$ cat config.mk
export PLATFORM = sky130hd
export DESIGN_NAME = wb_stage
export DESIGN_NICKNAME = d
export VERILOG_FILES = /design/src/rtl/wb_stage.sv
export SDC_FILE = /design/constraint.sdc
export NUM_CORES = 1
export LEC_CHECK = 0
export ABC_AREA = 1
export BUFFER_PORTS_ARGS = -buffer_cell sky130_fd_sc_hd__buf_2
export CORE_ASPECT_RATIO = 0.9
export CORE_MARGIN = 3
export CORE_UTILIZATION = 40
export CTS_CLUSTER_DIAMETER = 30
export CTS_CLUSTER_SIZE = 14
export DETAILED_ROUTE_END_ITERATION = 7
export PLACE_DENSITY = 0.65
export SYNTH_ARGS = -nofsm -noshare
export SYNTH_HDL_FRONTEND = slang
export SYNTH_SLANG_ARGS = --single-unit
$ cat constraint.sdc
create_clock -name clock -period 2.2 [get_ports clock]
set_input_delay 0 -clock clock [delete_from_list [all_inputs] [get_ports clock]]
set_output_delay 0 -clock clock [all_outputs]
set_load 0.03 [all_outputs]
$ cat src/rtl/wb_stage.sv
`default_nettype none
// ============================================================================
// Module      : wb_stage
// Description : Write-back stage. Selects the register-file write source
//               (ALU, load data, PC+4, upper immediate), aligns and extends
//               load data, and stalls upstream while a load result is
//               outstanding. Counts retired instructions and records sticky
//               load errors (timeout, misalignment, undefined load type).
// Revision    : 1.0 - initial release
// ============================================================================
module wb_stage #(
    parameter int TIMEOUT_CYCLES = 16
) (
    input  logic        clock,
    input  logic        reset,
    input  logic        valid_ip,
    input  logic [1:0]  wb_mux_ip,
    input  logic [31:0] alu_result_ip,
    input  logic        alu_result_valid_ip,
    input  logic [4:0]  write_reg_addr_ip,
    input  logic [31:0] pc_addr_ip,
    input  logic [31:0] uimmd_ip,
    input  logic [31:0] load_data_ip,
    input  logic        load_data_valid_ip,
    input  logic [2:0]  lsu_operator_ip,
    input  logic [1:0]  load_offset_ip,
    output logic        stall_op,
    output logic        rf_we_op,
    output logic [4:0]  rf_waddr_op,
    output logic [31:0] rf_wdata_op,
    output logic        load_err_op,
    output logic [31:0] retire_count_op
);

    localparam int c_TW = (TIMEOUT_CYCLES > 1) ? $clog2(TIMEOUT_CYCLES) : 1;
    localparam logic [c_TW-1:0] c_TLAST = c_TW'(TIMEOUT_CYCLES - 1);

    localparam logic [1:0] c_SRC_ALU = 2'b00;
    localparam logic [1:0] c_SRC_LSU = 2'b01;
    localparam logic [1:0] c_SRC_PC4 = 2'b10;
    localparam logic [1:0] c_SRC_UIM = 2'b11;

    typedef enum logic [0:0] {
        IDLE      = 1'b0,
        WAIT_LOAD = 1'b1
    } state_t;

    state_t          r_state;
    state_t          w_state_nxt;
    logic [c_TW-1:0] r_tcount;
    logic [c_TW-1:0] w_tcount_nxt;

    // Details of a load that is waiting for its data word
    logic [4:0]      r_ld_waddr;
    logic [2:0]      r_ld_op;
    logic [1:0]      r_ld_off;

    logic            w_capture;
    logic            w_commit;
    logic            w_src_ok;
    logic            w_err;
    logic            w_timeout;
    logic            w_we;
    logic [4:0]      w_waddr;
    logic [31:0]     w_wdata;
    logic [2:0]      w_ld_op;
    logic [1:0]      w_ld_off;
    logic [32:0]     w_align;

    // Returns {error, aligned_data} for a load of type op at byte offset off
    function automatic logic [32:0] f_align(
        input logic [2:0]  op,
        input logic [1:0]  off,
        input logic [31:0] d
    );
        logic [7:0]  b;
        logic [15:0] h;
        logic [32:0] res;
        case (off)
            2'd0:    b = d[7:0];
            2'd1:    b = d[15:8];
            2'd2:    b = d[23:16];
            default: b = d[31:24];
        endcase
        h   = off[1] ? d[31:16] : d[15:0];
        res = {1'b1, 32'h0};
        case (op)
            3'b000:  res = {1'b0, {24{b[7]}}, b};
            3'b100:  res = {1'b0, 24'h0, b};
            3'b001:  res = off[0] ? {1'b1, 32'h0} : {1'b0, {16{h[15]}}, h};
            3'b101:  res = off[0] ? {1'b1, 32'h0} : {1'b0, 16'h0, h};
            3'b010:  res = (off == 2'd0) ? {1'b0, d} : {1'b1, 32'h0};
            default: res = {1'b1, 32'h0};
        endcase
        return res;
    endfunction

    // While waiting, the captured load attributes govern alignment
    assign w_ld_op  = (r_state == WAIT_LOAD) ? r_ld_op  : lsu_operator_ip;
    assign w_ld_off = (r_state == WAIT_LOAD) ? r_ld_off : load_offset_ip;
    assign w_align  = f_align(w_ld_op, w_ld_off, load_data_ip);
    assign stall_op = (r_state == WAIT_LOAD);

    // Next-state, timeout and write-back selection
    always_comb begin
        w_state_nxt  = r_state;
        w_tcount_nxt = r_tcount;
        w_capture    = 1'b0;
        w_commit     = 1'b0;
        w_src_ok     = 1'b1;
        w_err        = 1'b0;
        w_timeout    = 1'b0;
        w_waddr      = write_reg_addr_ip;
        w_wdata      = 32'h0;
        case (r_state)
            IDLE: begin
                if (valid_ip) begin
                    case (wb_mux_ip)
                        c_SRC_ALU: begin
                            w_commit = 1'b1;
                            w_src_ok = alu_result_valid_ip;
                            w_wdata  = alu_result_ip;
                        end
                        c_SRC_PC4: begin
                            w_commit = 1'b1;
                            w_wdata  = pc_addr_ip + 32'd4;
                        end
                        c_SRC_UIM: begin
                            w_commit = 1'b1;
                            w_wdata  = uimmd_ip;
                        end
                        default: begin
                            if (load_data_valid_ip) begin
                                w_commit = 1'b1;
                                w_err    = w_align[32];
                                w_wdata  = w_align[31:0];
                            end else begin
                                w_capture    = 1'b1;
                                w_state_nxt  = WAIT_LOAD;
                                w_tcount_nxt = '0;
                            end
                        end
                    endcase
                end
            end
            WAIT_LOAD: begin
                if (load_data_valid_ip) begin
                    w_commit    = 1'b1;
                    w_waddr     = r_ld_waddr;
                    w_err       = w_align[32];
                    w_wdata     = w_align[31:0];
                    w_state_nxt = IDLE;
                end else if (r_tcount == c_TLAST) begin
                    w_timeout   = 1'b1;
                    w_state_nxt = IDLE;
                end else begin
                    w_tcount_nxt = r_tcount + 1'b1;
                end
            end
            default: w_state_nxt = IDLE;
        endcase
        w_we = w_commit && w_src_ok && !w_err && (w_waddr != 5'd0);
    end

    // State register, timeout counter and pending-load capture
    always_ff @(posedge clock) begin
        if (reset) begin
            r_state    <= IDLE;
            r_tcount   <= '0;
            r_ld_waddr <= 5'd0;
            r_ld_op    <= 3'd0;
            r_ld_off   <= 2'd0;
        end else begin
            r_state  <= w_state_nxt;
            r_tcount <= w_tcount_nxt;
            if (w_capture) begin
                r_ld_waddr <= write_reg_addr_ip;
                r_ld_op    <= lsu_operator_ip;
                r_ld_off   <= load_offset_ip;
            end
        end
    end

    // Register-file write port, retire counter and sticky error flag
    always_ff @(posedge clock) begin
        if (reset) begin
            rf_we_op        <= 1'b0;
            rf_waddr_op     <= 5'd0;
            rf_wdata_op     <= 32'h0;
            load_err_op     <= 1'b0;
            retire_count_op <= 32'h0;
        end else begin
            rf_we_op <= w_we;
            if (w_we) begin
                rf_waddr_op <= w_waddr;
                rf_wdata_op <= w_wdata;
            end
            if (w_commit) begin
                retire_count_op <= retire_count_op + 32'd1;
            end
            if (w_err || w_timeout) begin
                load_err_op <= 1'b1;
            end
        end
    end

endmodule
`default_nettype wire

==> summary.txt, run 1 <==
Cells and area
  – Syn-to-layout area delta: 27.0%
  – Reg area: 1720 um^2
  – Nets: 1,588
  – Multi-input logic area: 4400 um^2
  – Fill cells: 1,763
  – Post-layout util: 52.7%
  – Fraction of layout cells with a size suffix above 1: 21.2%
  – # diodes: 0
  – Design Area, Final: 8620 um^2

Clock network
  – Num Clock Sinks: 86
  – Clock transition at path regs: 0.07 ns
  – Setup bufs post-CTS: 0
  – Max clock buf depth: 2
  – Worst skew pair latency: 0.34 ns
  – TritonCTS buffer count: 9
  – CTS tree: yes
  – Root Buffer: clkbuf_16
  – H-tree levels: 3

Global route
  – Gr usage total: 27.2%
  – GR Util met2: 41.0%
  – Most Crowded Layer GR: met2
  – Vias in the first global route: 7,682
  – Total grt overflow: 0
  – GR Layer Usage met3: 4.58%
  – Largest net degree at the start of global routing: 44
  – Antenna violations before repair: 0
  – First-pass GRT wire length: 40,100 um
  – Met1 Usage GRT: 40.0%

Synthesis
  – Post-Syn Instances: 1,216
  – Post-synth top cells: 443 x nand2_1, 161 x nor2_1, 118 x inv_1
  – Count leader, synth: nand2_1
  – Synth cell types: 45
  – Synth warn: 0
  – Register area share after synthesis: 25.4%
  – Syn_nets: 1,364
  – Synthesized flop and latch total: 86
  – Synth area leader: dfxtp_1
  – Synth Cell Area: 6790 um^2
  – Syn avg cell area: 5.58 um^2
  – Synth area leaders: dfxtp_1 25%, nand2_1 25%, nor2_1 8.9%
  – Most used DFF post-synth: dfxtp_1
  – Post-synth EDFFs: 0
  – Synth top area share: 25.4%
  – Async SR Flop Fraction: 0%

Routing
  – Via density: 5.18
  – Drt first pass iters: 5
  – Total routed wirelength: 25,800 um
  – Via count: 8,557
  – Drt initial violations: 799
  – Drt wl/cell: 15.6 um
  – Antenna Nets Post-Route: 0
  – Drc violations: 0

Power
  – VDD IR max: 0.000419 V
  – Power Density: 521 nW/um^2
  – Pleak: 4.35 nW

Worst setup path
  – Slowest library cell on the worst path: dfxtp_2
  – Critical path origin: stall_op
  – Worst path required time: 2.44 ns
  – CP arrival: 2.25 ns
  – Crit start category: register
  – Max FO, Critical Path: 17
  – CP endpoint kind: register
  – WS Path Type: register to register
  – Cell mode on critical path: nand2_1
  – Critical R2R Launch: stall_op
  – Worst-path cell chain: buf_4 > nand2_1 > nand2_2 > nor2_4 > nand2_1 > nand2_1 > o21ai_2 > a21oi_4 > buf_4 > nand2_1 > nor2_1 > nor2_1
  – Max stage delay on crit path: 0.36 ns

Placement
  – Placed cell areas: 8160 um^2
  – Place WS: 0.0901 ns
  – Routability cong.: 0.981
  – Dpl hpwl: 20,500 um
  – Port-buffer cells: 216

STA
  – Worst clock skew: 0.00572 ns
  – Worst slew pin tran: 0.533 ns
  – Worst slew margin: 64.4%
  – Tmin final: 2.01 ns
  – Max Freq: 0.498 GHz
  – Hold Slack: 0.0634 ns
  – Tcrit/Tclk final: 91.3%
  – Final Hold Vio Count: 0
  – Final WS setup: 0.191 ns
  – Final setup viols: 0
  – Final Max Tran Viols: 0

Outcome
  – Status: finished, final reports clean

Floorplan
  – Vert. Die Dim: 130 um
  – Top Ports: 217
  – Die area: 18,600 um^2
  – Die X: 143 um
  – Initial core utilization: 41.5%
  – Core outline area: 16,400 um^2
  – Std cell rows: 44

Min path
  – Hold_sp: reset
  – Hold crit path type: primary input to register

Run
  – Max-Cap Viols: 0
-- per-layer routing --
metal | up-vias | routed length (um)
li1 | 4352 | -
met1 | 3805 | 12100
met2 | 359 | 10900
met3 | 41 | 2140
met4 | 0 | 573
met5 | - | 0
-- worst max-delay path: cells and delay by family (launching register included) --
kind,cells,cell delay [ns]
simple gates,8,0.81
buf+inv,2,0.46
flops,1,0.36
compound gates,2,0.27
-- registers in the layout, summed over array words and instances, names as in the netlist --
| signal | flops |
|---|---|
| retire_count_op | 32 |
| rf_wdata_op | 32 |
| r_ld_waddr | 5 |
| rf_waddr_op | 5 |
| r_tcount | 4 |
| r_ld_op | 3 |
| r_ld_off | 2 |
| load_err_op | 1 |
| rf_we_op | 1 |
| stall_op | 1 |
-- final cells by class --
class,instances,area share [%]
inverters,124,5.43
clock inverters,6,0.799
clock buffers,10,2.77
well taps,207,3.01
multi-input cells,960,51.1
flip-flops and latches,86,20.0
repair buffers,259,16.9
-- per-stage QoR --
stage / std cells / TNS, ns / total power, W
floorplan: 1216 / 0 / 0.00243
global placement: 1626 / 0 / 0.00289
detailed placement: 1626 / 0 / 0.00289
CTS: 1652 / 0 / 0.00449
global route: 1652 / -0.00199 / 0.00471
finish: 1652 / 0 / 0.00449
-- layout by cell type (no fill, tap or decap), types with 3 or more instances in the layout --
cell type,instances
nand2_1,441
ha_1,3
clkinv_1,3
nand2_2,10
a21o_1,3
nor2_4,3
o22ai_1,3
nand4_1,10
nand3_1,77
xnor2_1,3
o21ai_2,4
or2_2,6
o21ai_0,62
clkbuf_16,9
xor2_1,5
nor3_1,16
a21oi_1,92
buf_4,30
a22o_1,7
a211oi_1,9
nor2_1,161
buf_2,216
o21ai_1,5
a221oi_1,9
dfxtp_1,85
inv_1,118
a31oi_1,6
dlygate4sd3_1,10
-- final timing paths --
| check | end | slack, ns | cells after the start |
|---|---|---|---|
| max | rf_wdata_op[23] | 0.19 | 12 |
| max reg2reg | rf_wdata_op[23] | 0.19 | 12 |
| min reg2reg | r_ld_waddr[1] | 0.46 | 2 |
| min | r_tcount[1] | 0.06 | 2 |
-- what timing repair did --
action                                  CTS  global route
endpoints found under the hold margin    10             0
hold buffers                             10             0
gates resized for setup                   0            13
endpoints found under the setup margin    0            41
-- where the power goes --
| group | leakage [nW] | switching [W] | internal (W) | total [W] |
|---|---|---|---|---|
| Sequential | 0.702 | 0.0000475 | 0.00163 | 0.00168 |
| Clock | 0.149 | 0.000668 | 0.000920 | 0.00159 |
| Combinational | 3.50 | 0.000802 | 0.000418 | 0.00122 |
| Total | 4.35 | 0.00152 | 0.00297 | 0.00449 |
-- cells by family (layout without fill, tap and decap cells) --
group           Yosys count  count (layout)  synth area share, %
xor+xnor                  8               8                 1.03
simple gates            736             736                 44.6
flops                    86              86                 25.4
buf+inv                 170             399                 10.4
compound gates          213             213                 18.1
fa+ha+maj                 3               3                0.553
No activity file was read; power rests on OpenSTA's default activity.
==> run 2, diff against run 1 <==
Clock period 2.2 ns to 2.4 ns, I/O delays scaled along.
==> run 2 against run 1 <==
Effect of this change:
- hold slack got worse by 0.024 ns
- critical path depth rose by 1
- first-iteration DRC count decreased by 20%
- design area decreased by 1.1%
- power is 7.5% lower
- combinational power shrank 9.8%
- via count shrank 1.2%
- critical path type unchanged
==> summary.txt, run 2 (same netlist as run 1, synthesis figures left out) <==
Clock network
  – CTS tree: yes
  – Max clock buf depth: 2 (unchanged)
  – Setup bufs post-CTS: 0 (unchanged)
  – Root Buffer: clkbuf_16
  – TritonCTS buffer count: 9 (unchanged)
  – H-tree levels: 3 (unchanged)
  – Worst skew pair latency: 0.35 ns (about the same)
  – Num Clock Sinks: 86 (unchanged)
  – Clock transition at path regs: 0.06 ns (about the same)

Cells and area
  – Fill cells: 1,739 (-1.4%)
  – Multi-input logic area: 4380 um^2 (-0.45%)
  – Reg area: 1720 um^2 (about the same)
  – Largest registers: retire_count_op: 32 flops, rf_wdata_op: 32 flops
  – Commonest non-fill, non-tap cell in the layout: nand2_1
  – Fraction of layout cells with a size suffix above 1: 20.4% (-0.84 points)
  – Design Area, Final: 8520 um^2 (-1.1%)
  – Commonest non-fill, non-tap cells in the layout: 442 x nand2_1, 216 x buf_2, 161 x nor2_1, 118 x inv_1, 92 x a21oi_1
  – # diodes: 0 (unchanged)
  – Syn-to-layout area delta: 25.6%
  – Nets: 1,580 (-0.50%)
  – Post-layout util: 52.1% (-0.57 points)

STA
  – Setup Total Neg Slack: 0 ns (unchanged)
  – Final Max Tran Viols: 0 (unchanged)
  – Tcrit/Tclk final: 90.8% (-0.46 points)
  – Hold Slack: 0.0399 ns (-0.0235 ns)
  – Worst clock skew: 0.0105 ns (+0.00474 ns)
  – RSZ-0062 raised after global routing: false
  – Final WS setup: 0.220 ns (+0.0285 ns)
  – Final setup viols: 0 (unchanged)
  – Tmin final: 2.18 ns (+0.171 ns)
  – Final Hold Vio Count: 0 (unchanged)
  – Max Freq: 0.459 GHz (-7.9%)
  – Worst slew margin: 68.3% (+3.9 points)
  – Worst slew pin tran: 0.476 ns (-0.0572 ns)

Worst setup path
  – Worst path required time: 2.64 ns (+0.20 ns)
  – CP endpoint kind: register
  – Crit start category: register
  – CP arrival: 2.42 ns (+0.17 ns)
  – WS Path Type: register to register
  – Max FO, Critical Path: 24 (+7)

Floorplan
  – Die area: 18,600 um^2 (unchanged)
  – Top Ports: 217 (unchanged)
  – Initial core utilization: 41.5% (unchanged)
  – Vert. Die Dim: 130 um (unchanged)
  – Die X: 143 um (unchanged)
  – Std cell rows: 44 (unchanged)
  – Core outline area: 16,400 um^2 (unchanged)

Routing
  – Via count: 8,453 (-1.2%)
  – Antenna Nets Post-Route: 0 (unchanged)
  – Drt initial violations: 641 (-20%)
  – Total routed wirelength: 26,200 um (+1.7%)
  – Drc violations: 0 (unchanged)
  – Via density: 5.14 (-0.67%)
  – Drt first pass iters: 5 (unchanged)
  – Drt wl/cell: 15.9 um (+2.2%)

Min path
  – Hold crit path type: primary input to register

Power
  – VDD IR max: 0.000383 V (-8.6%)
  – P_sw: 0.00137 W (-9.6%)
  – Pleak: 4.29 nW (-1.4%)
  – Power Density: 487 nW/um^2 (-6.5%)
  – Flop pwr share: 37.0% (-0.4 points)
  – Clk network pwr share: 36.4% (+1.0 points)
  – Sw frac: 33.1% (-0.76 points)
  – Int Pwr: 0.00278 W (-6.5%)
  – Combinational power share: 26.6% (-0.6 points)

Placement
  – Place WS: 0.168 ns (+0.0775 ns)
  – Port-buffer cells: 216 (unchanged)
  – Dpl hpwl: 21,000 um (+2.3%)
  – Routability cong.: 0.989 (+0.81%)
  – Placed cell areas: 8100 um^2 (-0.74%)

Global route
  – Antenna violations before repair: 0 (unchanged)
  – First-pass GRT wire length: 40,400 um (+0.85%)
  – Total grt overflow: 0 (unchanged)
  – Vias in the first global route: 7,685 (+0.039%)
  – Gr usage total: 27.4% (+0.26 points)
  – Largest net degree at the start of global routing: 49 (+11%)

Run
  – Max-Cap Viols: 0 (unchanged)

Outcome
  – Status: finished, final reports clean
[run 2: worst max-delay path, cell delays in order, from the launching register on]
cell     delay (ns)
dfxtp_1        0.30
buf_4          0.20
inv_4          0.13
nand2_2        0.10
nand2_2        0.12
nor2_4         0.29
nand2_1        0.09
nand2_1        0.07
o21ai_2        0.08
a21oi_4        0.18
buf_12         0.18
nand2_1        0.06
nor2_1         0.17
nor2_1         0.07
[run 2: per-stage QoR]
| stage | total power [W] | std cells |
|---|---|---|
| finish | 0.00415 | 1643 |
| global route | 0.00435 | 1643 |
| CTS | 0.00417 | 1643 |
| detailed placement | 0.00264 | 1618 |
| global placement | 0.00264 | 1618 |
| floorplan | 0.00222 | 1216 |
[run 2: final cells by class]
cell class              count  area share, %
multi-input cells         960           51.4
flip-flops and latches     86           20.2
repair buffers            251           16.2
inverters                 124           5.49
well taps                 207           3.04
clock buffers              10           2.69
clock inverters             5          0.984
[run 2: power groups by stage]
stage          logic (W)  clock network [W]  registers (W)
3_3_place_gp     0.00107                  0        0.00157
6_report         0.00110            0.00151        0.00154
2_1_floorplan   0.000543                  0        0.00168
5_1_grt          0.00121            0.00159        0.00154
3_5_place_dp     0.00108                  0        0.00157
4_1_cts          0.00109            0.00154        0.00154
[run 2: path summary, 6_finish.rpt]
kind,from,to,slack (ns),cells after the start
worst max-delay path,stall_op,rf_wdata_op[17],0.22,13
worst min-delay path,reset,stall_op,0.04,2
worst max register to register,stall_op,rf_wdata_op[17],0.22,13
worst min register to register,r_ld_waddr[0],r_ld_waddr[0],0.46,2
[run 2: layer usage]
metal	track usage, %	vias up	part of all wire [%]
li1	-	4329	-
met1	40.2	3723	47
met2	41.6	355	42
met3	4.80	46	8.2
met4	7.25	0	2.1
met5	0	-	0
[run 2: timing repair]
action                     CTS  global route
resized for setup            0             3
hold buffers                10             0
hold endpoints to repair    10             0
setup endpoints to repair    0             8
==> run 3, diff against run 2 <==
Settings changed: BUFFER_PORTS_ARGS -buffer_cell sky130_fd_sc_hd__buf_2 to -buffer_cell sky130_fd_sc_hd__clkbuf_2.
==> run 3 against run 2 <==
Effect of this change:
- hold slack better by 0.032 ns
- flip-flop and latch count is the same
- global-route usage is 0.14 points higher
- register-to-register slack improved by 0.03 ns
- critical path depth fell by 1
- combinational power barely moved
- highest routed layer unchanged
- wire length down 0.94%
- power grew 1.1%
==> summary.txt, run 3 (same netlist as run 1, synthesis figures left out) <==
STA
  – Worst clock skew: 0.00584 ns (-0.00462 ns)
  – Max Freq: 0.465 GHz (+1.4%)
  – Final Hold Vio Count: 0 (unchanged)
  – Worst slew margin: 62.1% (-6.2 points)
  – Setup Total Neg Slack: 0 ns (unchanged)
  – Tmin final: 2.15 ns (-0.0293 ns)
  – Hold Slack: 0.0715 ns (+0.0316 ns)
  – Worst slew pin tran: 0.567 ns (+0.0913 ns)
  – Final WS setup: 0.249 ns (+0.0293 ns)
  – RSZ-0062 raised after global routing: false
  – Tcrit/Tclk final: 89.6% (-1.2 points)
  – Final setup viols: 0 (unchanged)
  – Final Max Tran Viols: 0 (unchanged)

Worst setup path
  – Critical R2R Launch: stall_op
  – CP endpoint kind: register
  – Slowest library cell on the worst path: dfxtp_1
  – Reg2Reg Depth: 12 (-1)
  – Max FO, Critical Path: 24 (unchanged)
  – Worst-path cell chain: buf_4 > nand2_1 > nand2_2 > nor2_4 > nand2_1 > nand2_1 > o21ai_2 > a21oi_4 > buf_12 > nand2_1 > nor2_1 > nor2_1
  – Setup crit end: rf_wdata_op[31]
  – Critical path origin: stall_op
  – Cell mode on critical path: nand2_1
  – CP arrival: 2.39 ns (-0.03 ns)
  – WS Path Type: register to register
  – CP delay by family, top: simple AND/OR/NAND/NOR gates
  – RR Endpoint: rf_wdata_op[31]
  – Crit path depth: 12 (-1)
  – Max stage delay on crit path: 0.36 ns (+0.06 ns)
  – Worst path required time: 2.64 ns (about the same)
  – Buffer and inverter count on the worst path: 2 (-1)
  – Flop2flop setup slack: 0.25 ns (+0.03 ns)
  – Crit start category: register

Routing
  – Via count: 8,583 (+1.5%)
  – Via density: 5.23 (+1.6%)
  – Drt initial violations: 872 (+36%)
  – Antenna Nets Post-Route: 0 (unchanged)
  – Drc violations: 0 (unchanged)
  – Total routed wirelength: 25,900 um (-0.94%)
  – Drt first pass iters: 8 (+3)
  – Drt wl/cell: 15.8 um (-0.88%)

Floorplan
  – Std cell rows: 44 (unchanged)
  – Die area: 18,600 um^2 (unchanged)
  – Top Ports: 217 (unchanged)
  – Die X: 143 um (unchanged)
  – Initial core utilization: 41.5% (unchanged)
  – Core outline area: 16,400 um^2 (unchanged)
  – Vert. Die Dim: 130 um (unchanged)

Placement
  – Dpl hpwl: 20,800 um (-1.2%)
  – Port-buffer cells: 216 (unchanged)
  – Cell Count Post-Placement: 1,616 (-0.12%)
  – Routability cong.: 1.00 (+1.5%)
  – Place WS: 0.222 ns (+0.0544 ns)

Cells and area
  – Commonest non-fill, non-tap cell in the layout: nand2_1
  – Nets: 1,578 (-0.13%)
  – Largest registers: retire_count_op: 32 flops, rf_wdata_op: 32 flops
  – # diodes: 0 (unchanged)
  – Fraction of layout cells with a size suffix above 1: 20.4% (about the same)
  – Syn-to-layout area delta: 25.7% (about the same)
  – Fill cells: 1,805 (+3.8%)
  – Commonest non-fill, non-tap cells in the layout: 442 x nand2_1, 216 x clkbuf_2, 161 x nor2_1, 118 x inv_1, 92 x a21oi_1
  – Finished Layout Cells: 1,642 (-0.061%)

Global route
  – Antenna violations before repair: 0 (unchanged)
  – Gr usage total: 27.6% (+0.14 points)
  – Largest net degree at the start of global routing: 46 (-6.1%)
  – First-pass GRT wire length: 40,700 um (+0.67%)
  – Vias in the first global route: 7,699 (+0.18%)
  – Total grt overflow: 0 (unchanged)

Clock network
  – Setup bufs post-CTS: 0 (unchanged)
  – CTS tree: yes
  – TritonCTS buffer count: 9 (unchanged)
  – Worst skew pair latency: 0.35 ns (about the same)
  – H-tree levels: 3 (unchanged)
  – Root Buffer: clkbuf_16
  – Clock transition at path regs: 0.06 ns (about the same)
  – Num Clock Sinks: 86 (unchanged)
  – Max clock buf depth: 2 (unchanged)

Power
  – Power Density: 492 nW/um^2 (+1.0%)
  – Pleak: 4.27 nW (-0.51%)
  – VDD IR max: 0.000307 V (-20%)

Outcome
  – Status: finished, final reports clean

Run
  – Max-Cap Viols: 0 (unchanged)

Min path
  – Hold crit path type: primary input to register
run 3: cell types whose count changed in the layout (fill, tap and decap cells not counted), sizes merged:
cell and change:
clkinv +1, clkbuf +216, buf -218
run 3: worst min path at each step:
| stage | start | end | slack (ns) | cells after the start |
|---|---|---|---|---|
| finish | load_data_ip[3] | rf_wdata_op[3] | 0.07 | 7 |
| global route | reset | r_tcount[1] | 0.10 | 2 |
| CTS | load_data_ip[3] | rf_wdata_op[3] | 0.06 | 7 |
| detailed placement | write_reg_addr_ip[2] | r_ld_waddr[2] | 0.26 | 3 |
| global placement | write_reg_addr_ip[3] | r_ld_waddr[3] | 0.26 | 3 |
| floorplan | load_offset_ip[1] | r_ld_off[1] | 0.15 | 2 |
run 3: layout make-up:
| cell class | instances | area (um^2) | share of cell area (%) |
|---|---|---|---|
| repair buffers | 249 | 1370 | 16.0 |
| clock buffers | 10 | 239 | 2.80 |
| multi-input cells | 960 | 4380 | 51.4 |
| well taps | 207 | 259 | 3.04 |
| inverters | 124 | 468 | 5.49 |
| clock inverters | 6 | 92.6 | 1.09 |
| flip-flops and latches | 86 | 1720 | 20.2 |
run 3: report_power, final:
group,internal [W],total (W),switching [W]
logic,0.000368,0.00110,0.000728
registers,0.00150,0.00154,0.0000465
clock network,0.000946,0.00156,0.000611
run 3: worst register-to-register path, delay by kind of cell, from the launching register on:
| family | cells | cell delay (ns) |
|---|---|---|
| buf+inv | 2 | 0.39 |
| compound gates | 2 | 0.26 |
| simple gates | 8 | 1.03 |
| flops | 1 | 0.36 |
run 3: through the flow:
| stage | area [um^2] | utilization (%) | power [W] |
|---|---|---|---|
| after floorplan | 6790 | - | 0.00222 |
| after global placement | 8080 | 49.4 | 0.00264 |
| after detailed placement | 8080 | 49.4 | 0.00264 |
| after CTS | 8510 | 52.1 | 0.00423 |
| after global routing | 8530 | 52.2 | 0.00441 |
| final | 8530 | 52.2 | 0.00419 |
run 3: what timing repair did:
action | 4_1_cts | 5_1_grt
endpoints found under the hold margin | 10 | 0
gates resized for setup | 0 | 3
endpoints found under the setup margin | 0 | 10
hold buffers | 10 | 0
run 3: routing by layer:
metal	global-route usage (%)	vias up	part of all wire, %	routed length [um]
li1	-	4327	-	-
met1	40.8	3832	47	12300
met2	41.9	383	42	11000
met3	4.58	41	8.7	2270
met4	6.53	0	1.7	450
met5	0	-	0	0
